==> src/rtl/alu_pkg.sv <==
// Shared mALU definitions used by the sequential divider.
package alu_pkg;

    typedef enum logic [1:0] {
        StIdle = 2'd0,
        StBusy = 2'd1,
        StDone = 2'd2
    } div_state_e;

    localparam int unsigned DIV_WIDTH = 8;
    localparam logic [DIV_WIDTH-1:0] DIV0_QUOT = 8'hFF;

endpackage

==> src/rtl/alu_seq_divider_if.sv <==
// Start/valid handshake and result bus between ALU control and the divider.
interface alu_seq_divider_if
    import alu_pkg::*;
#(
    parameter int unsigned WIDTH = DIV_WIDTH
) ();

    logic             iStart;
    logic [WIDTH-1:0] iDividend;
    logic [WIDTH-1:0] iDivisor;
    logic             oBusy;
    logic             oValid;
    logic [WIDTH-1:0] oQuotient;
    logic [WIDTH-1:0] oRemainder;
    logic             oDivByZero;
    logic             ZeroFlag;

    modport master (
        output iStart, iDividend, iDivisor,
        input  oBusy, oValid, oQuotient, oRemainder, oDivByZero, ZeroFlag
    );

    modport slave (
        input  iStart, iDividend, iDivisor,
        output oBusy, oValid, oQuotient, oRemainder, oDivByZero, ZeroFlag
    );

endinterface

==> src/rtl/div_trial_sub.sv <==
// Ripple-borrow trial subtractor: diff_o = s_i - d_i, borrow_o set when s_i < d_i.
module div_trial_sub #(
    parameter int unsigned Width = 9
) (
    input  logic [Width-1:0] s_i,
    input  logic [Width-1:0] d_i,
    output logic [Width-1:0] diff_o,
    output logic             borrow_o
);

    logic [Width:0] b;

    assign b[0] = 1'b0;

    for (genvar i = 0; i < Width; i++) begin : g_stage
        assign diff_o[i] = s_i[i] ^ d_i[i] ^ b[i];
        assign b[i+1]    = (~s_i[i] & d_i[i]) | (~(s_i[i] ^ d_i[i]) & b[i]);
    end

    assign borrow_o = b[Width];

endmodule

==> src/rtl/alu_seq_divider.sv <==
// Sequential unsigned restoring divider: one quotient bit per clock, start/valid handshake.
module alu_seq_divider
    import alu_pkg::*;
#(
    parameter int unsigned WIDTH = DIV_WIDTH,
    parameter int unsigned CNT_W = 3
) (
    input logic              iClk,
    input logic              iRst_n,
    alu_seq_divider_if.slave bus
);

    div_state_e       state_q, state_d;
    logic [WIDTH:0]   rem_q, rem_d;
    logic [WIDTH-1:0] quo_q, quo_d;
    logic [WIDTH-1:0] div_q, div_d;
    logic [CNT_W-1:0] cnt_q, cnt_d;
    logic [WIDTH-1:0] res_quot_q, res_quot_d;
    logic [WIDTH-1:0] res_rem_q, res_rem_d;
    logic             busy_q, busy_d;
    logic             valid_q, valid_d;
    logic             dbz_q, dbz_d;

    logic [WIDTH:0]   shifted;
    logic [WIDTH:0]   trial;
    logic             borrow;

    // Partial remainder is one bit wider so the shifted value (up to 2*D-1) never overflows.
    assign shifted = {rem_q[WIDTH-1:0], quo_q[WIDTH-1]};

    div_trial_sub #(
        .Width (WIDTH + 1)
    ) u_trial_sub (
        .s_i      (shifted),
        .d_i      ({1'b0, div_q}),
        .diff_o   (trial),
        .borrow_o (borrow)
    );

    always_comb begin
        state_d    = state_q;
        rem_d      = rem_q;
        quo_d      = quo_q;
        div_d      = div_q;
        cnt_d      = cnt_q;
        res_quot_d = res_quot_q;
        res_rem_d  = res_rem_q;
        dbz_d      = dbz_q;
        valid_d    = 1'b0;

        unique case (state_q)
            StIdle: begin
                if (bus.iStart) begin
                    if (bus.iDivisor != '0) begin
                        rem_d   = '0;
                        quo_d   = bus.iDividend;
                        div_d   = bus.iDivisor;
                        cnt_d   = '0;
                        state_d = StBusy;
                    end else begin
                        res_quot_d = WIDTH'(DIV0_QUOT);
                        res_rem_d  = bus.iDividend;
                        dbz_d      = 1'b1;
                        valid_d    = 1'b1;
                        state_d    = StDone;
                    end
                end
            end
            StBusy: begin
                rem_d = borrow ? shifted : trial;
                quo_d = {quo_q[WIDTH-2:0], ~borrow};
                cnt_d = cnt_q + 1'b1;
                if (cnt_q == CNT_W'(WIDTH - 1)) begin
                    res_quot_d = quo_d;
                    res_rem_d  = rem_d[WIDTH-1:0];
                    dbz_d      = 1'b0;
                    valid_d    = 1'b1;
                    state_d    = StDone;
                end
            end
            StDone:  state_d = StIdle;
            default: state_d = StIdle;
        endcase

        busy_d = (state_d != StIdle);
    end

    always_ff @(posedge iClk or negedge iRst_n) begin
        if (!iRst_n) begin
            state_q    <= StIdle;
            rem_q      <= '0;
            quo_q      <= '0;
            div_q      <= '0;
            cnt_q      <= '0;
            res_quot_q <= '0;
            res_rem_q  <= '0;
            busy_q     <= 1'b0;
            valid_q    <= 1'b0;
            dbz_q      <= 1'b0;
        end else begin
            state_q    <= state_d;
            rem_q      <= rem_d;
            quo_q      <= quo_d;
            div_q      <= div_d;
            cnt_q      <= cnt_d;
            res_quot_q <= res_quot_d;
            res_rem_q  <= res_rem_d;
            busy_q     <= busy_d;
            valid_q    <= valid_d;
            dbz_q      <= dbz_d;
        end
    end

    // A kept remainder is always below the divisor, so its top bit stays clear.
    rem_msb_clear: assert property (@(posedge iClk) disable iff (!iRst_n) rem_q[WIDTH] == 1'b0);

    assign bus.oBusy      = busy_q;
    assign bus.oValid     = valid_q;
    assign bus.oQuotient  = res_quot_q;
    assign bus.oRemainder = res_rem_q;
    assign bus.oDivByZero = dbz_q;
    assign bus.ZeroFlag   = (res_quot_q == '0);

endmodule
==> src/flat_wrapper.sv <==
// flat-port wrapper written by rule: the top's interface ports become plain ports
module alu_seq_divider_flat import alu_pkg::*;
#(
    parameter int unsigned WIDTH = DIV_WIDTH,
    parameter int unsigned CNT_W = 3
)
  (iClk, iRst_n, bus_iStart, bus_iDividend, bus_iDivisor, bus_oBusy, bus_oValid, bus_oQuotient, bus_oRemainder, bus_oDivByZero, bus_ZeroFlag);
  alu_seq_divider_if #(.WIDTH(WIDTH)) bus_i ();
  input logic iClk;
  input logic iRst_n;
  input wire logic [$bits(bus_i.iStart)-1:0] bus_iStart;
  input wire logic [$bits(bus_i.iDividend)-1:0] bus_iDividend;
  input wire logic [$bits(bus_i.iDivisor)-1:0] bus_iDivisor;
  output wire logic [$bits(bus_i.oBusy)-1:0] bus_oBusy;
  output wire logic [$bits(bus_i.oValid)-1:0] bus_oValid;
  output wire logic [$bits(bus_i.oQuotient)-1:0] bus_oQuotient;
  output wire logic [$bits(bus_i.oRemainder)-1:0] bus_oRemainder;
  output wire logic [$bits(bus_i.oDivByZero)-1:0] bus_oDivByZero;
  output wire logic [$bits(bus_i.ZeroFlag)-1:0] bus_ZeroFlag;
  assign bus_i.iStart = bus_iStart;
  assign bus_i.iDividend = bus_iDividend;
  assign bus_i.iDivisor = bus_iDivisor;
  assign bus_oBusy = bus_i.oBusy;
  assign bus_oValid = bus_i.oValid;
  assign bus_oQuotient = bus_i.oQuotient;
  assign bus_oRemainder = bus_i.oRemainder;
  assign bus_oDivByZero = bus_i.oDivByZero;
  assign bus_ZeroFlag = bus_i.ZeroFlag;
  alu_seq_divider #(.WIDTH(WIDTH), .CNT_W(CNT_W)) u_core (.iClk(iClk), .iRst_n(iRst_n), .bus(bus_i));
endmodule
==> config.mk <==
export PLATFORM = sky130hd
export DESIGN_NAME = alu_seq_divider_flat
export DESIGN_NICKNAME = d
export VERILOG_FILES = /design/src/rtl/alu_pkg.sv /design/src/rtl/alu_seq_divider_if.sv /design/src/rtl/div_trial_sub.sv /design/src/rtl/alu_seq_divider.sv /design/src/flat_wrapper.sv
export SDC_FILE = /design/constraint.sdc
export NUM_CORES = 1
export LEC_CHECK = 0
export CORE_ASPECT_RATIO = 1.1
export CORE_MARGIN = 1
export CORE_UTILIZATION = 52
export DETAILED_ROUTE_END_ITERATION = 6
export GPL_ROUTABILITY_DRIVEN = 0
export PLACE_DENSITY = 0.87
export SLEW_MARGIN = 0
export SYNTH_ARGS = -nofsm -noshare
export SYNTH_HDL_FRONTEND = slang
export SYNTH_SLANG_ARGS = --single-unit
==> constraint.sdc <==
create_clock -name iClk -period 10.7 [get_ports iClk]
set_input_delay 1.605 -clock iClk [delete_from_list [all_inputs] [get_ports iClk]]
set_output_delay 1.605 -clock iClk [all_outputs]
set_load 0.02 [all_outputs]
==> results.toml, run 1 <==
[route]
ant_nets = 0
detail_route.iter0.violations = 80
wl_per_cell_um = 15.7
via_count = 1587
wl_mm = 4.56
route.detailed.drc = 0
first_pass_iters = 5
via_per_inst = 5.45

[logic_synthesis]
ys_types = 34
ys_warn_count = 0
yosysSeqAreaShare = 0.514
synth_fp_nets = 229
synth_edf_count = 0
ys_ff_latch = 48
synthCells = 200
synth-main-ff-cell = "dfrtp_1"
synth_area_um2 = 2340
avgSynthCellArea_um2 = 11.7
synth-async-reset-ratio = 1.00

[cts]
cts.path.max_buffers = 2
cts-hold-fix-buffers = 0
clock_sinks = 48
clk_pin_slew_ps = 80
cts.repair.resized = 0
post-cts-setup-buffer-count = 0
numCtsBuffers = 5
cts_tree = "done"
h-tree-depth = 2
insertion_delay_ps = 300
cts_root_buffer = "clkbuf_8"

[global_route]
grt_pass1_vias = 1664
grt_usage = 0.218
use_met2 = 0.374
top_usage_layer = "met2"
met1_usage = 0.279
grt_antenna_before_repair = 0
grt.overflow.total = 0
use_met3 = 0.0440
grt_start_max_net_pins = 49
grt_pass1_wl_mm = 7.74

[placed_design]
dp_hpwl_mm = 3.31
place_worst_setup_slack_ps = 5790
dp_cells = 283
portBuffers = 38

[sta]
relSlewSlack = 0.250
finClkSkew_ps = 4.24
rsz0062_at_grt = "false"
fmax_ghz = 0.202
fin_crit_ps = 4960
setup_viol = 0
hold_viol_final = 0
worst_slew_pin_slew_ps = 1130
fin_ws_ps = 5740
drv_slew = 0
finalCritPeriodShare = 0.464
fin_setup_tns_ps = 0

[finish]
stdcell_count = 291
nets = 265
diodes = 0
drive_above_1_share = 0.165
syn_to_final_growth_pct = 20.5

[power_and_ir_drop]
power.density_nw_per_um2 = 337
power_switching_w = 0.000389
leakagePower_nw = 1.23
power.total_w = 0.000950
pwr-share-comb = 0.533
worst_ir_drop_vdd_v = 0.000185
p_sw_frac = 0.410
power.internal_w = 0.000560
p_clk_frac = 0.117
pwr-share-seq = 0.350

[floorplan]
core.rowCount = 25
dieArea_um2 = 4770
core_area_um2 = 4320
start_util = 0.541
dieWidth_um = 65.9
ios = 39
die_h_um = 72.3

[setup_path]
end_kind = "flop"
arrival_ps = 5200
path_class = "reg2reg"
rr_worst_depth = 13
crit_path_start_kind = "flop"
required_ps = 10940
critPathMaxFanout = 9

[flow_run]
drv_cap = 0

[min_path]
worstHoldPathType = "reg2reg"
holdPathStages = 2

[status]
status = "complete, no violations"
critical path: stages, from the launching register on:
cell	delay (ps)
dfrtp_1	370
inv_1	50
ha_1	190
fa_1	450
fa_1	470
fa_1	470
fa_1	460
fa_1	440
fa_1	400
fa_1	460
nand2b_1	330
mux2_2	390
a211oi_1	280
a21o_1	120
flip-flops by register name (all words and copies together) (netlist names):
register,count
u_core.bus.oBusy,1
u_core.bus.oDivByZero,1
u_core.bus.oQuotient,8
u_core.bus.oRemainder,8
u_core.bus.oValid,1
u_core.cnt_q,3
u_core.div_q,8
u_core.quo_q,8
u_core.rem_q,8
u_core.state_q,2
worst paths after layout:
kind                                          start                        to  slack [ps]
setup / recovery                    u_core.quo_q[7]  u_core.bus.oRemainder[3]        5740
hold / removal             u_core.bus.oRemainder[5]  u_core.bus.oRemainder[5]         500
setup reg to reg                    u_core.quo_q[7]  u_core.bus.oRemainder[3]        5740
hold reg to reg            u_core.bus.oRemainder[5]  u_core.bus.oRemainder[5]         500
max in group asynchronous                    iRst_n  u_core.bus.oRemainder[3]        8590
min in group asynchronous                    iRst_n           u_core.div_q[5]        1470
metal layers:
layer	share of wire	vias up
met4	0.012	0
met2	0.52	40
met1	0.43	774
li1	-	768
met3	0.036	5
met5	0	-
logic make-up after synthesis:
group                    count (synthesis)  synth area share
buffers and inverters                   22            0.0498
flip-flops                              48             0.514
AO/OA/AOI/OAI                           50             0.148
AND/OR/NAND/NOR                         53             0.131
multiplexers                            17            0.0814
adder cells (fa/ha/maj)                 10            0.0760
cell type report:
cell class | count | area [µm²]
clock buffers | 6 | 82.6
clock inverters | 2 | 10.0
fillers | 366 | 1500
inverters | 10 | 37.5
multi-input cells | 130 | 1020
flip-flops and latches | 48 | 1200
well taps | 54 | 67.6
repair buffers | 41 | 398
synth_stat cells (2+ instances only):
| cell type | count | area [µm²] |
|---|---|---|
| fa_1 | 7 | 140 |
| o21ai_1 | 11 | 55.1 |
| nand2_1 | 20 | 75.1 |
| mux2i_1 | 4 | 40.0 |
| a211oi_1 | 8 | 60.1 |
| inv_1 | 10 | 37.5 |
| dfrtp_1 | 48 | 1200 |
| nor3b_1 | 4 | 30.0 |
| o22ai_1 | 4 | 25.0 |
| mux2_2 | 12 | 135 |
| nand2b_1 | 2 | 12.5 |
| or4_1 | 2 | 15.0 |
| nor2_1 | 15 | 56.3 |
| a21o_1 | 8 | 60.1 |
| buf_2 | 8 | 40.0 |
| a211oi_2 | 4 | 50.1 |
| nor3_2 | 4 | 40.0 |
| a21oi_1 | 8 | 40.0 |
| ha_1 | 3 | 37.5 |
| o21ai_0 | 3 | 15.0 |
| nor4_4 | 2 | 42.5 |
power groups by stage:
stage | combinational [W] | sequential, W | clock (W)
after floorplan | 0.000321 | 0.000361 | 0
after global placement | 0.000486 | 0.000331 | 0
after detailed placement | 0.000507 | 0.000336 | 0
after CTS | 0.000511 | 0.000333 | 0.000113
after global routing | 0.000562 | 0.000344 | 0.000120
final | 0.000506 | 0.000332 | 0.000111
through the flow:
step            util  hold slack (ps)  instance area [µm²]
3_5_place_dp   0.631              484                 2720
2_1_floorplan      -              450                 2340
5_1_grt        0.652              514                 2820
6_report       0.652              498                 2820
3_3_place_gp   0.631              459                 2720
4_1_cts        0.652              503                 2820
cells in the final DEF, fill, tap and decap left out, drive strengths merged, types with 2 or more instances in the layout:
master | Yosys | layout
nand2 | 20 | 20
nor3 | 4 | 4
nor2 | 16 | 16
o22ai | 4 | 4
a21oi | 8 | 8
dfrtp | 48 | 48
nand2b | 2 | 2
fa | 7 | 7
nor4 | 2 | 2
clkdlybuf4s50 | 0 | 37
ha | 3 | 3
clkinv | 0 | 2
inv | 10 | 10
or4 | 2 | 2
nor3b | 5 | 5
a211oi | 12 | 12
mux2i | 4 | 4
buf | 11 | 4
a21o | 8 | 8
clkbuf | 1 | 6
o21ai | 14 | 14
mux2 | 13 | 13
Power figures use the tool's default switching activity.
==> run 2: changes to the inputs <==
Settings changed: CORE_UTILIZATION 52 to 48, PLACE_DENSITY 0.87 to 0.85.
Clock period 10.7 ns to 4.3 ns, I/O delays scaled along.
==> run 2 against run 1 <==
Critical path type unchanged. Sequential power up 150%. Critical endpoint unchanged. Total power rose to 2.7 times the previous value. Maximum frequency up 20%. Global-route usage down 0.46 points. Setup slack worse by 5600 ps. Via count up 3.8%.
==> results.toml, run 2 (synthesis results as in run 1) <==
[placed_design]
dp_hpwl_mm = 3.31
portBuffers = 38
place_worst_setup_slack_ps = -185

[sta]
setup_viol = 0
hold_viol_final = 0
finClkSkew_ps = 5.50
fin_crit_ps = 4150
finalCritPeriodShare = 0.965
fin_ws_ps = 150
drv_slew = 0
fmax_ghz = 0.241
worst_slew_pin_slew_ps = 1220
relSlewSlack = 0.187
rsz0062_at_grt = "false"

[cts]
h-tree-depth = 2
numCtsBuffers = 5
cts_root_buffer = "clkbuf_8"
insertion_delay_ps = 300
cts-hold-fix-buffers = 0
clk_pin_slew_ps = 80
cts_tree = "done"
clock_sinks = 48
cts.path.max_buffers = 2

[route]
wl_per_cell_um = 15.8
wl_mm = 4.70
route.detailed.drc = 0
via_per_inst = 5.55
ant_nets = 0
first_pass_iters = 4
detail_route.iter0.violations = 103
via_count = 1647

[setup_path]
path_common_cell = "fa_2"
arrival_ps = 4400
path_class = "reg2reg"
crit_slowest_cell = "fa_2"
critPathMaxFanout = 6
rr_startpoint = "u_core.quo_q[7]"
required_ps = 4550
end_kind = "flop"
crit_path_start_kind = "flop"
timing.rr.end = "u_core.bus.oRemainder[3]"
worst_path_largest_cell_delay_ps = 410
regToRegSetupSlack_ps = 150
rr_worst_depth = 13
path_cells = "inv_1 -> ha_1 -> fa_2 -> fa_2 -> fa_2 -> fa_2 -> fa_2 -> fa_2 -> fa_2 -> nand2b_4 -> mux2_2 -> a211oi_2 -> a21o_1"

[min_path]
worstHoldPathType = "reg2reg"
holdPathStages = 1
worstHoldStart = "u_core.bus.oRemainder[3]"
min_to = "u_core.bus.oRemainder[3]"

[global_route]
grt_usage = 0.213
grt_start_max_net_pins = 49
grt_antenna_before_repair = 0
grt.overflow.total = 0
grt_pass1_wl_mm = 7.90
grt_pass1_vias = 1716

[power_and_ir_drop]
power.total_w = 0.00252
power.density_nw_per_um2 = 866
worst_ir_drop_vdd_v = 0.000397
leakagePower_nw = 1.25

[floorplan]
start_util = 0.502
die_h_um = 75.2
ios = 39
dieArea_um2 = 5150
dieWidth_um = 68.5
core_area_um2 = 4650
core.rowCount = 26

[finish]
syn_to_final_growth_pct = 24.4
seqCellArea_um2 = 1200
fillers = 398
final_common_cell = "dfrtp_1"
layout_common_cells = "dfrtp_1 (48), clkdlybuf4s50_1 (37), nand2_1 (20)"
nets = 270
drive_above_1_share = 0.241
diodes = 0
multi_input_area_um2 = 1080

[flow_run]
drv_cap = 0

[status]
status = "complete, no violations"
## run 2: per-stage QoR
step	hold WS (ps)	setup TNS (ps)	instances	util	instance area [µm²]
floorplan	349	0	200	-	2350
global placement	461	-205	289	0.595	2770
detailed placement	471	-1130	289	0.595	2770
CTS	494	0	296	0.621	2890
global route	515	0	297	0.625	2910
finish	486	0	297	0.625	2910
## run 2: final cells by class
cell class	instances	area share
flip-flops and latches	48	0.413
clock inverters	1	0.00172
inverters	10	0.0129
clock buffers	6	0.0250
multi-input cells	130	0.373
repair buffers	46	0.150
well taps	56	0.0241
## run 2: worst max-delay path: cells and delay by family (launching register included)
| family | cells | cell delay (ps) |
|---|---|---|
| buf+inv | 1 | 50 |
| mux | 1 | 360 |
| compound gates | 2 | 340 |
| simple gates | 1 | 130 |
| fa+ha+maj | 8 | 2850 |
| flops | 1 | 370 |
## run 2: how the worst max path moves through the flow
stage / start / to / slack, ps / cells past startpoint
after global placement: u_core.div_q[0] / u_core.bus.oRemainder[2] / -50 / 12
after global routing: u_core.quo_q[7] / u_core.bus.oRemainder[3] / 30 / 13
final: u_core.quo_q[7] / u_core.bus.oRemainder[3] / 150 / 13
after floorplan: u_core.div_q[0] / u_core.bus.oRemainder[1] / 20 / 13
after detailed placement: u_core.quo_q[7] / u_core.bus.oRemainder[1] / -180 / 13
after CTS: u_core.quo_q[7] / u_core.bus.oRemainder[1] / 60 / 13
## run 2: what timing repair did
action,4_1_cts,5_1_grt
hold endpoints to repair,0,0
gates cloned,0,0
setup endpoints to repair,13,8
buffers inserted,0,1
gates resized for setup,10,2
pin swaps,2,7
## run 2: per-layer routing
| metal | global-route usage | vias up | part of all wire |
|---|---|---|---|
| met1 | 0.260 | 822 | 0.44 |
| met2 | 0.366 | 39 | 0.51 |
| met5 | 0 | - | 0 |
| met3 | 0.0500 | 8 | 0.040 |
| met4 | 0.0764 | 0 | 0.014 |
| li1 | - | 778 | - |
## run 2: power by group
part | switching (W) | total, W | internal, W
clock network | 0.000142 | 0.000253 | 0.000111
registers | 0.000150 | 0.000824 | 0.000673
logic | 0.000745 | 0.00144 | 0.000696
==> run 3: changes to the inputs <==
Settings changed: HOLD_SLACK_MARGIN set to 0.06.
==> results of run 3 <==
Same layout as run 2: the final DEF is identical, and so are final timing and power.
